## src/rtl/uart_rx_if.sv

```systemverilog
// Receive-side word handshake between uart_rx (master) and its consumer (slave).
// valid/ready: a word transfers on a cycle with valid && ready; valid holds and data stays put until then.
interface uart_rx_if #(
    parameter int WIDTH = 8
);
    logic [WIDTH-1:0] data;
    logic             valid;
    logic             ready;

    modport master (output data, output valid, input ready);
    modport slave  (input data, input valid, output ready);
endinterface

```

## src/rtl/uart_rx.sv

```systemverilog
// Oversampling UART receiver: start, WIDTH data bits LSB-first, optional even parity, stop.
// Optional feature: define UART_RX_PARITY_EN to expect one even-parity bit before the stop bit.
module uart_rx #(
    parameter int CLOCK_FREQ = 100_000_000,
    parameter int BAUD_RATE  = 115_200,
    parameter int WIDTH      = 8
) (
    input  logic        clock,
    input  logic        reset,
    input  logic        rx,
    uart_rx_if.master   out_if,
    output logic        framing_error,
    output logic        overrun,
    output logic [2:0]  dbg_state_o
);

    localparam int TICKS_PER_BIT = CLOCK_FREQ / BAUD_RATE;
    localparam int CW = $clog2(TICKS_PER_BIT);
    localparam int IW = (WIDTH > 1) ? $clog2(WIDTH) : 1;
    localparam logic [CW-1:0] RELOAD = CW'(TICKS_PER_BIT - 1);
    localparam logic [CW-1:0] HALF   = CW'(TICKS_PER_BIT / 2 - 1);
    localparam logic [IW-1:0] LAST   = IW'(WIDTH - 1);

    if (TICKS_PER_BIT < 4) begin : g_bad_ticks
        $error("uart_rx: CLOCK_FREQ/BAUD_RATE must be at least 4");
    end

    typedef enum logic [2:0] {
        S_IDLE   = 3'd0,
        S_START  = 3'd1,
        S_DATA   = 3'd2,
        S_STOP   = 3'd3,
`ifdef UART_RX_PARITY_EN
        S_PARITY = 3'd5,
`endif
        S_BREAK  = 3'd4
    } state_t;

    state_t           state_q, state_d;
    logic [CW-1:0]    cnt_q, cnt_d;
    logic [IW-1:0]    idx_q, idx_d;
    logic [WIDTH-1:0] shift_q, shift_d;
    logic [WIDTH-1:0] data_q, data_d;
    logic             valid_q, valid_d;
    logic             fe_q, fe_d;
    logic             ovr_q, ovr_d;
    logic             rx_meta_q, rx_s_q;
    logic             tick;
    logic             deliver;
`ifdef UART_RX_PARITY_EN
    logic             par_err_q, par_err_d;
`endif

    // The line is asynchronous; nothing downstream looks at rx directly.
    always_ff @(posedge clock) begin
        if (reset) begin
            rx_meta_q <= 1'b1;
            rx_s_q    <= 1'b1;
        end else begin
            rx_meta_q <= rx;
            rx_s_q    <= rx_meta_q;
        end
    end

    always_ff @(posedge clock) begin
        if (reset) begin
            state_q   <= S_IDLE;
            cnt_q     <= '0;
            idx_q     <= '0;
            shift_q   <= '0;
            data_q    <= '0;
            valid_q   <= 1'b0;
            fe_q      <= 1'b0;
            ovr_q     <= 1'b0;
`ifdef UART_RX_PARITY_EN
            par_err_q <= 1'b0;
`endif
        end else begin
            state_q   <= state_d;
            cnt_q     <= cnt_d;
            idx_q     <= idx_d;
            shift_q   <= shift_d;
            data_q    <= data_d;
            valid_q   <= valid_d;
            fe_q      <= fe_d;
            ovr_q     <= ovr_d;
`ifdef UART_RX_PARITY_EN
            par_err_q <= par_err_d;
`endif
        end
    end

    always_comb begin
        state_d   = state_q;
        cnt_d     = cnt_q;
        idx_d     = idx_q;
        shift_d   = shift_q;
        data_d    = data_q;
        valid_d   = valid_q;
        fe_d      = 1'b0;
        ovr_d     = 1'b0;
        deliver   = 1'b0;
        tick      = (cnt_q == '0);
`ifdef UART_RX_PARITY_EN
        par_err_d = par_err_q;
`endif
        if (valid_q && out_if.ready) begin
            valid_d = 1'b0;
        end

        case (state_q)
            S_IDLE: begin
                if (!rx_s_q) begin
                    state_d = S_START;
                    cnt_d   = HALF;
                end
            end
            S_START: begin
                if (!tick) begin
                    cnt_d = cnt_q - 1'b1;
                end else if (!rx_s_q) begin
                    state_d = S_DATA;
                    cnt_d   = RELOAD;
                    idx_d   = '0;
`ifdef UART_RX_PARITY_EN
                    par_err_d = 1'b0;
`endif
                end else begin
                    state_d = S_IDLE;
                end
            end
            S_DATA: begin
                if (!tick) begin
                    cnt_d = cnt_q - 1'b1;
                end else begin
                    shift_d = {rx_s_q, shift_q[WIDTH-1:1]};
                    cnt_d   = RELOAD;
                    if (idx_q == LAST) begin
`ifdef UART_RX_PARITY_EN
                        state_d = S_PARITY;
`else
                        state_d = S_STOP;
`endif
                    end else begin
                        idx_d = idx_q + 1'b1;
                    end
                end
            end
`ifdef UART_RX_PARITY_EN
            S_PARITY: begin
                if (!tick) begin
                    cnt_d = cnt_q - 1'b1;
                end else begin
                    par_err_d = rx_s_q ^ (^shift_q);
                    cnt_d     = RELOAD;
                    state_d   = S_STOP;
                end
            end
`endif
            S_STOP: begin
                // Leaving at mid stop bit lets the next start edge follow a one-bit stop.
                if (!tick) begin
                    cnt_d = cnt_q - 1'b1;
                end else if (rx_s_q) begin
                    state_d = S_IDLE;
`ifdef UART_RX_PARITY_EN
                    if (par_err_q) fe_d = 1'b1;
                    else           deliver = 1'b1;
`else
                    deliver = 1'b1;
`endif
                end else begin
                    fe_d    = 1'b1;
                    state_d = S_BREAK;
                end
            end
            S_BREAK: begin
                if (rx_s_q) begin
                    state_d = S_IDLE;
                end
            end
            default: state_d = S_IDLE;
        endcase

        if (deliver) begin
            if (!valid_q || out_if.ready) begin
                data_d  = shift_q;
                valid_d = 1'b1;
            end else begin
                ovr_d = 1'b1;
            end
        end
    end

    assign out_if.data   = data_q;
    assign out_if.valid  = valid_q;
    assign framing_error = fe_q;
    assign overrun       = ovr_q;
    assign dbg_state_o   = state_q;

endmodule

```

## src/flat_wrapper.sv

```systemverilog
// flat-port wrapper written by rule: the top's interface ports become plain ports
module uart_rx_flat 
#(
    parameter int CLOCK_FREQ = 100_000_000,
    parameter int BAUD_RATE  = 115_200,
    parameter int WIDTH      = 8
)
  (clock, reset, rx, framing_error, overrun, dbg_state_o, out_if_data, out_if_valid, out_if_ready);
  uart_rx_if #(.WIDTH(WIDTH)) out_if_i ();
  input  logic clock;
  input  logic reset;
  input  logic rx;
  output logic framing_error;
  output logic overrun;
  output logic [2:0] dbg_state_o;
  output wire logic [$bits(out_if_i.data)-1:0] out_if_data;
  output wire logic [$bits(out_if_i.valid)-1:0] out_if_valid;
  input wire logic [$bits(out_if_i.ready)-1:0] out_if_ready;
  assign out_if_data = out_if_i.data;
  assign out_if_valid = out_if_i.valid;
  assign out_if_i.ready = out_if_ready;
  uart_rx #(.CLOCK_FREQ(CLOCK_FREQ), .BAUD_RATE(BAUD_RATE), .WIDTH(WIDTH)) u_core (.clock(clock), .reset(reset), .rx(rx), .out_if(out_if_i), .framing_error(framing_error), .overrun(overrun), .dbg_state_o(dbg_state_o));
endmodule
```

## config.mk

```make
export PLATFORM = sky130hd
export DESIGN_NAME = uart_rx_flat
export DESIGN_NICKNAME = d
export VERILOG_FILES = /design/src/rtl/uart_rx_if.sv /design/src/rtl/uart_rx.sv /design/src/flat_wrapper.sv
export SDC_FILE = /design/constraint.sdc
export NUM_CORES = 1
export LEC_CHECK = 0
export CORE_ASPECT_RATIO = 1.75
export CORE_UTILIZATION = 40
export DETAILED_ROUTE_END_ITERATION = 8
export MAX_ROUTING_LAYER = met4
export PLACE_DENSITY = 0.64
export SETUP_SLACK_MARGIN = 0.4
export SLEW_MARGIN = 20
export SYNTH_ARGS = -nofsm -noshare
export SYNTH_HDL_FRONTEND = slang
export SYNTH_SLANG_ARGS = --single-unit
export TNS_END_PERCENT = 10
```

## constraint.sdc

```tcl
create_clock -name clock -period 4.85 [get_ports clock]
set_input_delay 1.2125 -clock clock [delete_from_list [all_inputs] [get_ports clock]]
set_output_delay 1.2125 -clock clock [all_outputs]
set_load 0.1 [all_outputs]
```

==> impl_metrics.csv, run 1 <==
group,metric,value,unit
routing,wire_per_inst,17.5,µm
cells_and_area,post-route-cell-area,0.00216,mm²
routing,drt_iter0_drc,62,
synth,ys_types,55,
min_path,hold_end,"u_core.rx_s_q",
synth,synth-compound-area-share,0.244,
cells_and_area,nNetsFinal,235,
synth,synth_seq_cells,37,
clocking,cts-root-buf,"clkbuf_8",
sta,setup_viol,0,
cells_and_area,final_cells,281,
setup_path,reg2reg_to,"u_core.cnt_q[4]",
setup_path,startpoint_type,"flop",
sta,hold_viol_final,0,
grt,grtUsageTotal,0.216,
pwr,pwr-share-comb,0.192,
setup_path,cp_data_arrival_time,2140,ps
floorplan,floorplan.initialDensity,0.412,
place,dpl-instance-area,0.00204,mm²
min_path,hp-start,"u_core.rx_meta_q",
clocking,cts.sinks,37,
cells_and_area,final_util,0.463,
cells_and_area,drive_gt1_frac,0.0873,
routing,drtPass1Iterations,4,
clocking,numCtsBuffers,5,
sta,fmax,0.299,GHz
setup_path,required,3640,ps
pwr,swShare,0.301,
pwr,p_sw,0.228,mW
synth,synth-adder-area-share,0.0195,
routing,wl,4900,µm
setup_path,critPathBufInv,1,
routing,via_per_inst,6.17,
setup_path,critPathKind,"reg2out",
synth,synthMuxAreaShare,0.00521,
pwr,power_frac_seq,0.433,
synth,synthArstFlopShare,0,
place,hpwl,3510,µm
status,status,"finished, final reports clean",
sta,slew_headroom,0.344,
synth,netlist_instances,221,
min_path,holdPathStages,1,
clocking,clockBufferDepth,2,
synth,synth_fp_nets,228,
routing,drc,0,
sta,fin_crit_sh,0.691,
grt,grt.overflow.total,0,
grt,grt_pass1_wl,7790,µm
pwr,ir_drop,0.229,mV
clocking,cts_tree,"built",
clocking,postCtsHoldBufs,0,
setup_path,rr_worst_depth,6,
floorplan,ios,18,
synth,syn_avg_cell_area,8.69,µm²
grt,antenna_found_initial,0,
pwr,powerDensity,350,mW/mm²
synth,synth-edff-count,0,
sta,worst_pin_slew,981,ps
pwr,leakagePower,0.702,nW
clocking,path_clk_slew,80,ps
min_path,hold_class,"reg2reg",
setup_path,crit_slowest_cell,"clkdlybuf4s50_1",
synth,ys_warn_count,0,
run,maxCapViolCount,0,
setup_path,max_stage_delay,1230,ps
synth,synthSimpleGateAreaFrac,0.268,
routing,vias,1734,
setup_path,end_kind,"output pin",
setup_path,r2r_setup_slack,2100,ps
setup_path,worstReg2RegStart,"u_core.cnt_q[0]",
cells_and_area,diodes,0,
routing,drt.antenna.violating_nets,0,
clocking,postCtsSetupBuffers,0,
setup_path,critical-path-top-delay-family,"buffers and inverters",
clocking,clkLatencyLatePin,290,ps
sta,final_max_slew_viol_count,0,
sta,skew,6.53,ps
cells_and_area,synthToLayoutAreaGrowth,12.5,%
sta,setup_slack,1500,ps
setup_path,crit_fanout,16,
place,pre_cts_ws,1840,ps
floorplan,dieArea,0.00509,mm²
place,io_buffers,17,
synth,synth_top_family_by_area,"simple AND/OR/NAND/NOR gates",
synth,syn_area,0.00192,mm²
synth,synth_ff_type,"dfxtp_1",
floorplan,core,0.00467,mm²
floorplan,num_rows,33,
cells_and_area,num-fill-cells,469,
setup_path,worstPathCellList,"clkdlybuf4s50_1",
sta,setup_tns,0,ps
clocking,cts-htree-levels,2,
pwr,clock_power_share,0.375,
floorplan,die_x,54.4,µm
clocking,cts_resized,0,
pwr,p_int,0.529,mW
sta,rsz0062_at_grt,"false",
grt,grt_max_degree,36,
grt,grt_pass1_vias,1625,
floorplan,die_y,93.7,µm
sta,period_needed,3350,ps
synth,yosys.area_share.xor_xnor,0,
place,dp_cells,273,
place,gp_congestion,0.874,
synth,yosysSeqAreaShare,0.386,
[sequential cells by signal, indices dropped and copies added, names as in the netlist]
register,flops
u_core.cnt_q,10
u_core.dbg_state_o,3
u_core.framing_error,1
u_core.idx_q,3
u_core.out_if.data,8
u_core.out_if.valid,1
u_core.overrun,1
u_core.rx_meta_q,1
u_core.rx_s_q,1
u_core.shift_q,8
[how the worst max path moves through the flow]
stage | start | endpoint | slack [ps] | depth (start not counted)
after floorplan | u_core.dbg_state_o[1] | u_core.cnt_q[8] | 2550 | 4
after global placement | u_core.dbg_state_o[0] | dbg_state_o[0] | 1840 | 1
after detailed placement | u_core.dbg_state_o[0] | dbg_state_o[0] | 1840 | 1
after CTS | u_core.dbg_state_o[0] | dbg_state_o[0] | 1500 | 1
after global routing | u_core.dbg_state_o[0] | dbg_state_o[0] | 1430 | 1
final | u_core.dbg_state_o[0] | dbg_state_o[0] | 1500 | 1
[synth_stat cells (3+ instances only)]
cell | number | area share
dfxtp_1 | 37 | 0.39
a21oi_1 | 24 | 0.063
nand2_1 | 13 | 0.025
nand3_1 | 12 | 0.031
nand4_1 | 12 | 0.039
o21ai_0 | 12 | 0.031
o31ai_1 | 12 | 0.047
nor3_1 | 11 | 0.029
clkbuf_1 | 9 | 0.018
nor2_1 | 7 | 0.014
inv_1 | 6 | 0.012
buf_6 | 4 | 0.023
nor3b_1 | 4 | 0.016
ha_1 | 3 | 0.020
o211ai_1 | 3 | 0.012
or3_1 | 3 | 0.0098
[power by group through the flow]
stage	logic (mW)	registers [mW]	clock network [mW]
4_1_cts	0.145	0.327	0.289
3_5_place_dp	0.144	0.334	0
3_3_place_gp	0.144	0.335	0
6_report	0.145	0.328	0.284
5_1_grt	0.157	0.329	0.299
2_1_floorplan	0.125	0.331	0
[per-stage QoR]
step	total power [mW]	hold WS [ps]
finish	0.757	418
detailed placement	0.479	399
global route	0.785	428
CTS	0.761	421
floorplan	0.455	389
global placement	0.479	405
[metal layers]
layer,global-route usage,up-vias,part of all wire
met5,-,-,0
met4,0.109,0,0.034
met3,0.0405,14,0.027
met2,0.370,36,0.54
met1,0.224,832,0.40
li1,-,852,-
[placed cells by master, fill, tap and decap left out, types with 7 or more instances in the layout]
master / instances
nor2_1: 7
nand2_1: 13
nand4_1: 12
a21oi_1: 24
dfxtp_1: 37
o21ai_0: 12
nor3_1: 11
clkdlybuf4s50_1: 17
nand3_1: 12
o31ai_1: 12
[cell families after synthesis]
logic type / Yosys count
simple gates: 84
flops: 37
buf+inv: 25
compound gates: 71
mux: 1
fa+ha+maj: 3
[cell type report]
type                       count  area (µm²)  share of cell area
sequential                    37         741               0.343
tap                           52        65.1              0.0301
timing repair buffer          19         185              0.0857
inverter                       6        22.5              0.0104
clock buffer                   7        86.3              0.0400
clock inverter                 1        30.0              0.0139
multi-input combinational    159        1030               0.477
No activity file was read; power rests on OpenSTA's default activity.
==> inputs of run 2 (changes only) <==
clock period = 3.1 ns   (was 4.85 ns; I/O delays follow)
==> run 2 against run 1 <==
Compared with the run above:
- clock skew is 0.62 ps lower
- sequential share of layout area is 0.81 points higher
- clock-buffer cell count is 2 lower
- via count is 1.0% lower
- global-route usage is 1.1 points higher
- register-to-register slack worse by 1300 ps
- critical path depth is 5 higher
- non-clock buffer count is 2 higher
- largest cell class unchanged
- highest routed layer unchanged
==> impl_metrics.csv, run 2 (synthesized netlist as in run 1, its figures left out) <==
group,metric,value,unit
floorplan,die_x,54.4,µm
floorplan,core,0.00467,mm²
routing,vias,1716,
floorplan,dieArea,0.00509,mm²
place,gp_congestion,0.846,
setup_path,cp_data_arrival_time,2510,ps
place,dp_cells,275,
clocking,numCtsBuffers,5,
sta,setup_viol,0,
cells_and_area,most-common-layout-cells,"dfxtp_1 (37), a21oi_1 (24), buf_4 (18)",
routing,drt_iter0_drc,68,
floorplan,ios,18,
sta,skew,5.92,ps
sta,final_max_slew_viol_count,0,
grt,grt_max_degree,22,
place,io_buffers,17,
setup_path,startpoint_type,"flop",
grt,grtUsageTotal,0.228,
setup_path,r2r_setup_slack,810,ps
cells_and_area,drive_gt1_frac,0.160,
pwr,swShare,0.333,
clocking,cts-htree-levels,2,
cells_and_area,final_cells,283,
clocking,cts_resized,0,
floorplan,floorplan.initialDensity,0.412,
routing,drt.antenna.violating_nets,0,
sta,period_needed,2290,ps
pwr,p_int,0.726,mW
routing,wire_per_inst,17.3,µm
clocking,cts.sinks,37,
status,status,"finished, final reports clean",
routing,wl,4900,µm
sta,fmax,0.436,GHz
sta,fin_crit_sh,0.740,
cells_and_area,layout_commonest_cell,"dfxtp_1",
clocking,path_clk_slew,80,ps
sta,hold_viol_final,0,
setup_path,required,3320,ps
cells_and_area,final_util,0.452,
sta,worst_pin_slew,780,ps
clocking,cts-root-buf,"clkbuf_8",
pwr,pwr-share-comb,0.214,
floorplan,die_y,93.7,µm
grt,grt.overflow.total,0,
pwr,clock_power_share,0.314,
cells_and_area,largest_register_ffs,10,
routing,drtPass1Iterations,4,
pwr,p_sw,0.362,mW
setup_path,end_kind,"flop",
sta,rsz0062_at_grt,"false",
setup_path,critPathKind,"reg2reg",
sta,setup_tns,0,ps
cells_and_area,largest-register,"u_core.cnt_q",
routing,drc,0,
place,hpwl,3500,µm
clocking,postCtsHoldBufs,0,
min_path,hold_class,"reg2reg",
sta,hold_ws,422,ps
cells_and_area,num-fill-cells,486,
pwr,ir_drop,0.326,mV
grt,antenna_found_initial,0,
cells_and_area,nNetsFinal,237,
floorplan,num_rows,33,
clocking,postCtsSetupBuffers,0,
setup_path,crit_fanout,12,
pwr,power_frac_seq,0.472,
routing,via_per_inst,6.06,
clocking,clockBufferDepth,2,
pwr,powerDensity,515,mW/mm²
run,maxCapViolCount,0,
pwr,leakagePower,0.725,nW
cells_and_area,synthToLayoutAreaGrowth,9.90,%
sta,slew_headroom,0.478,
cells_and_area,diodes,0,
clocking,clkLatencyLatePin,300,ps
clocking,cts_tree,"built",
grt,grt_pass1_wl,8250,µm
grt,grt_pass1_vias,1721,
[run 2: cell types whose count changed in the layout (fill, tap and decap cells not counted), sizes merged]
cell,delta
buf,+16
clkdlybuf4s50,-14
clkinv,+2
clkinvlp,+1
clkbuf,-2
bufinv,-1
[run 2: power by group through the flow]
| stage | Clock, mW | Combinational [mW] | Sequential (mW) |
|---|---|---|---|
| finish | 0.342 | 0.232 | 0.514 |
| global route | 0.368 | 0.256 | 0.516 |
| global placement | 0 | 0.230 | 0.524 |
| detailed placement | 0 | 0.229 | 0.524 |
| CTS | 0.350 | 0.230 | 0.513 |
| floorplan | 0 | 0.195 | 0.517 |
[run 2: cell type report]
type / instances / area (µm²) / area share
multi-input cells: 159 / 1030 / 0.488
flip-flops and latches: 37 / 741 / 0.351
clock buffers: 5 / 68.8 / 0.0326
clock inverters: 3 / 17.5 / 0.00830
well taps: 52 / 65.1 / 0.0308
repair buffers: 21 / 165 / 0.0782
inverters: 6 / 22.5 / 0.0107
[run 2: worst max-delay path: stages (launching register included)]
cell and delay (ps):
dfxtp_1 320, inv_1 90, ha_1 230, or4b_4 580, nor4_4 610, nand4_1 200, a21oi_1 180
[run 2: per-stage QoR]
step	total power [mW]	worst slack (ps)	cell area (µm²)
after global routing	1.14	595	2110
final	1.09	807	2110
after CTS	1.09	810	2110
after floorplan	0.712	801	1920
after detailed placement	0.753	799	2020
after global placement	0.754	805	2020
[run 2: metal layers]
| metal | up-vias | global-route usage | share of wire |
|---|---|---|---|
| li1 | 859 | - | - |
| met1 | 824 | 0.237 | 0.40 |
| met2 | 22 | 0.396 | 0.56 |
| met3 | 11 | 0.0356 | 0.016 |
| met4 | 0 | 0.105 | 0.028 |
| met5 | - | - | 0 |
[run 2: final timing paths]
kind / cells past startpoint / startpoint / end
worst max-delay path: 6 / u_core.cnt_q[0] / u_core.out_if.data[5]
worst min-delay path: 1 / u_core.rx_meta_q / u_core.rx_s_q
worst max register to register: 6 / u_core.cnt_q[0] / u_core.out_if.data[5]
worst min register to register: 1 / u_core.rx_meta_q / u_core.rx_s_q
==> patch 1, RTL diff (config.mk and constraints of run 1) <==
Register the input `rx` before use, without a reset. The logic sees it one clock later. The other inputs are not delayed to match.
--- a/src/rtl/uart_rx.sv
+++ b/src/rtl/uart_rx.sv
@@ -21,6 +21,12 @@
     localparam logic [CW-1:0] HALF   = CW'(TICKS_PER_BIT / 2 - 1);
     localparam logic [IW-1:0] LAST   = IW'(WIDTH - 1);
 
+    logic rx_q;
+
+    always_ff @(posedge clock) begin
+        rx_q <= rx;
+    end
+
     if (TICKS_PER_BIT < 4) begin : g_bad_ticks
         $error("uart_rx: CLOCK_FREQ/BAUD_RATE must be at least 4");
     end
@@ -57,7 +63,7 @@
             rx_meta_q <= 1'b1;
             rx_s_q    <= 1'b1;
         end else begin
-            rx_meta_q <= rx;
+            rx_meta_q <= rx_q;
             rx_s_q    <= rx_meta_q;
         end
     end
Function: changed (a bounded check fails within 4 cycles, from zero or initial values and one cycle with reset high).
==> patch 1 against run 1 <==
- sequential cell count up 1
- routed wire length decreased by 25%
- maximum frequency grew 2.1%
- cell area decreased by 7.1%
- synthesized area fell by 8.9%
- register-to-register slack better by 0.43 ns
- setup slack improved by 0.070 ns
- synthesized cell count shrank 12%
- sequential share of layout area up 3.6 points
- total power fell by 18%
- hold slack got worse by 0.0043 ns
- largest power group unchanged
- highest routed layer unchanged
==> patch 1: results (changes against run 1) <==
| Metric | Value |
|---|---|
| Worst hold endpoint | `u_core.rx_meta_q$_SDFF_PP1_` |
| CP arrival | `2.07 ns (-0.07 ns)` |
| R2R cell count | `7 (+1)` |
| Rel. slew slack | `35.2% (+0.86 points)` |
| Max incr delay on CP | `1.21 ns (-0.02 ns)` |
| Pre-CTS setup slack | `1.88 ns (+0.0426 ns)` |
| Fin nets | `214 (-8.9%)` |
| Hold Slack | `0.414 ns (-0.00426 ns)` |
| Skew final | `0.00416 ns (-0.00237 ns)` |
| Setup WS post-layout | `1.57 ns (+0.0695 ns)` |
| Status | `finished clean` |
| P_leak | `0.000768 uW (+9.5%)` |
| Net Count, Synth | `202 (-11%)` |
| Hold Startpoint | `u_core.rx_q$_DFF_P_` |
| Seq/Total Area, Yosys | `43.5% (+4.9 points)` |
| Placed Area | `1930 sq um (-5.7%)` |
| Placed cell count | `249 (-8.8%)` |
| Worst vdd ir | `0.247 mV (+7.6%)` |
| Crit path max fanout | `12 (-4)` |
| Routed vias | `1429 (-18%)` |
| RePlAce Congestion | `0.918 (+5.0%)` |
| RR Startpoint | `u_core.cnt_q[1]$_SDFFE_PP0P_` |
| Detailed-placement wirelength estimate | `2.63 mm (-25%)` |
| Fill cells | `389 (-17%)` |
| Synth unique cells | `46 (-16%)` |
| Layout cells sized above 1 | `8.21% (-0.52 points)` |
| FF-to-FF setup slack | `2.53 ns (+0.43 ns)` |
| Top cells by count, synth | `38 x dfxtp_1, 18 x a21oi_1, 18 x nor2_1` |
patch 1: final cells by class:
cell class              count  area share (%)
clock buffers               6            3.61
well taps                  49            3.05
clock inverters             1           0.374
flip-flops and latches     38            37.9
repair buffers             18            8.85
inverters                   6            1.12
multi-input cells         138            45.1
patch 1: power breakdown:
group | switching (uW) | total (uW) | internal (uW)
logic | 52.5 | 82.8 | 30.3
clock network | 109 | 207 | 98.5
registers | 10.0 | 329 | 319
total | 171 | 619 | 448
patch 1: logic make-up after synthesis:
| group | share of synthesized area, % |
|---|---|
| AND/OR/NAND/NOR | 27.5 |
| adder cells (fa/ha/maj) | 2.72 |
| flip-flops | 43.5 |
| buffers and inverters | 4.79 |
| multiplexers | 5.72 |
| AO/OA/AOI/OAI | 15.3 |
| XOR/XNOR | 0.500 |
patch 1: layer usage:
| layer | part of all wire [%] | up-vias | GRT usage, % |
|---|---|---|---|
| li1 | - | 716 | - |
| met1 | 39 | 680 | 18.8 |
| met2 | 53 | 22 | 32.2 |
| met3 | 3.2 | 11 | 4.59 |
| met4 | 3.9 | 0 | 12.5 |
| met5 | 0 | - | - |
patch 1: worst max-delay path by stage:
stage               cells after the start                      endpoint                               start
global placement                        1                dbg_state_o[1]  u_core.dbg_state_o[1]$_SDFFE_PP0P_
global route                            1                dbg_state_o[1]  u_core.dbg_state_o[1]$_SDFFE_PP0P_
floorplan                               6  u_core.idx_q[0]$_SDFFE_PP0P_  u_core.dbg_state_o[1]$_SDFFE_PP0P_
CTS                                     1                dbg_state_o[1]  u_core.dbg_state_o[1]$_SDFFE_PP0P_
detailed placement                      1                dbg_state_o[1]  u_core.dbg_state_o[1]$_SDFFE_PP0P_
finish                                  1                dbg_state_o[1]  u_core.dbg_state_o[1]$_SDFFE_PP0P_
==> patch 2, RTL diff (flow settings as in run 1) <==
Made on the original files. Build with the macro `UART_RX_PARITY_EN` defined.
--- a/src/rtl/uart_rx.sv
+++ b/src/rtl/uart_rx.sv
@@ -1,5 +1,7 @@
 // Oversampling UART receiver: start, WIDTH data bits LSB-first, optional even parity, stop.
 // Optional feature: define UART_RX_PARITY_EN to expect one even-parity bit before the stop bit.
+`define UART_RX_PARITY_EN
+
 module uart_rx #(
     parameter int CLOCK_FREQ = 100_000_000,
     parameter int BAUD_RATE  = 115_200,
Behaviour: no difference found for any inputs over 10 cycles, from zero or initial values and one cycle with reset high; that may be too few to reach the edited logic, so the function may still have changed.
==> patch 2 against run 1 <==
- die area shrank 4.7%
- cell area shrank 0.75%
- first-iteration DRC count shrank 66%
- global-route usage shrank 2.4 points
- count of clock-buffer cells in the layout shrank 2
- critical path type unchanged
- hold slack gained 0.0054 ns
- sequential cell count grew 1
- synthesized area shrank 4.8%
- clock skew grew 0.0017 ns
- setup slack gained 0.083 ns
- critical endpoint unchanged
- routed wire length shrank 24%
Power is not compared: it rests on default switching activity, and its combinational part moved more than twofold at a synthesized area within 25%.
==> patch 2: results (changes against run 1) <==
| Metric | Value |
|---|---|
| Largest delay contributor family on the critical path | `buffers and inverters` |
| Skew final | `0.00825 ns (+0.00172 ns)` |
| Max incr delay on CP | `1.21 ns (-0.02 ns)` |
| Fill cells | `464 (-1.1%)` |
| Slew at the pin with the worst max-slew slack | `0.980 ns (-0.000814 ns)` |
| Fin nets | `231 (-1.7%)` |
| Pin count of the biggest net entering global routing | `22 (-39%)` |
| Post-CTS Resized | `0 (unchanged)` |
| Ant. Diodes | `0 (unchanged)` |
| Vias in the first global route | `1488 (-8.4%)` |
| First-pass GRT wire length | `6.69 mm (-14%)` |
| Crit path max fanout | `13 (-3)` |
| Synth area leaders | `dfxtp_1 42%, mux2i_1 9.9%, nor2_1 5.3%` |
| Via density | `5.38 (-13%)` |
| Yosys Warn Count | `0 (unchanged)` |
| Main synth FF type | `dfxtp_1` |
| Detailed-placement wirelength estimate | `2.78 mm (-21%)` |
| Net Count, Synth | `215 (-5.7%)` |
| Top cells by count, synth | `38 x dfxtp_1, 26 x nor2_1, 19 x nand2_1` |
| CP arrival | `2.05 ns (-0.09 ns)` |
| Synth unique cells | `45 (-18%)` |
| Hold Slack | `0.423 ns (+0.00536 ns)` |
| Iter 0 DRT Violations | `21 (-66%)` |
| Seq/Total Area, Yosys | `41.6% (+3.0 points)` |
| Gr usage total | `19.2% (-2.4 points)` |
| Status | `finished clean` |
| Layout cells sized above 1 | `7.11% (-1.6 points)` |
| FF-to-FF setup slack | `2.64 ns (+0.54 ns)` |
| DR WL/cell | `13.6 um (-22%)` |
| Drt pass-1 iters | `4 (unchanged)` |
| RePlAce Congestion | `0.844 (-3.5%)` |
[patch 2: changes by cell type in the layout (fill, tap and decap cells not counted), sizes merged, moves of 7 or more]
cell   delta
a21oi     -9
o31ai    -11
mux2i    +17
nand4    -11
nor2     +20
xnor2     +7
[patch 2: metrics by stage]
stage               area [sq um]  setup WS (ns)  std cells
floorplan                   1830           2.41        208
global placement            2030           1.91        268
detailed placement          2030           1.91        268
CTS                         2140           1.58        276
global route                2140           1.52        276
finish                      2140           1.58        276
[patch 2: logic make-up after synthesis]
| logic type | after synthesis | share of synthesized area, % |
|---|---|---|
| AO/OA/AOI/OAI | 42 | 14.6 |
| AND/OR/NAND/NOR | 83 | 24.5 |
| adder cells (fa/ha/maj) | 3 | 2.05 |
| multiplexers | 18 | 9.86 |
| XOR/XNOR | 8 | 3.83 |
| flip-flops | 38 | 41.6 |
| buffers and inverters | 16 | 3.56 |
[patch 2: worst paths after layout]
kind | startpoint | endpoint | cells past startpoint
max | u_core.dbg_state_o[0]$_SDFFE_PP0P_ | dbg_state_o[0] | 1
max reg2reg | u_core.cnt_q[0]$_SDFFE_PP0P_ | u_core.out_if.data[5]$_SDFFE_PP0P_ | 7
min | u_core.rx_meta_q$_SDFF_PP1_ | u_core.rx_s_q$_SDFF_PP1_ | 1
min reg2reg | u_core.rx_meta_q$_SDFF_PP1_ | u_core.rx_s_q$_SDFF_PP1_ | 1
[patch 2: routing by layer]
layer	track usage, %	share of wire (%)	vias up
met3	4.36	3.1	12
li1	-	-	762
met1	20.2	40	686
met2	31.8	54	25
met5	-	0	-
met4	10.3	3.3	0
[patch 2: report_power, final]
group	internal, uW	total, uW	switching (uW)
logic	156	449	294
clock network	153	268	115
registers	343	392	48.3
[patch 2: final cells by class]
cell class	instances	area, sq um	share of cell area [%]
sequential	38	761	35.5
clock buffer	5	68.8	3.21
tap	51	63.8	2.98
inverter	7	26.3	1.23
clock inverter	3	45.0	2.10
timing repair buffer	18	178	8.28
multi-input combinational	154	1000	46.7
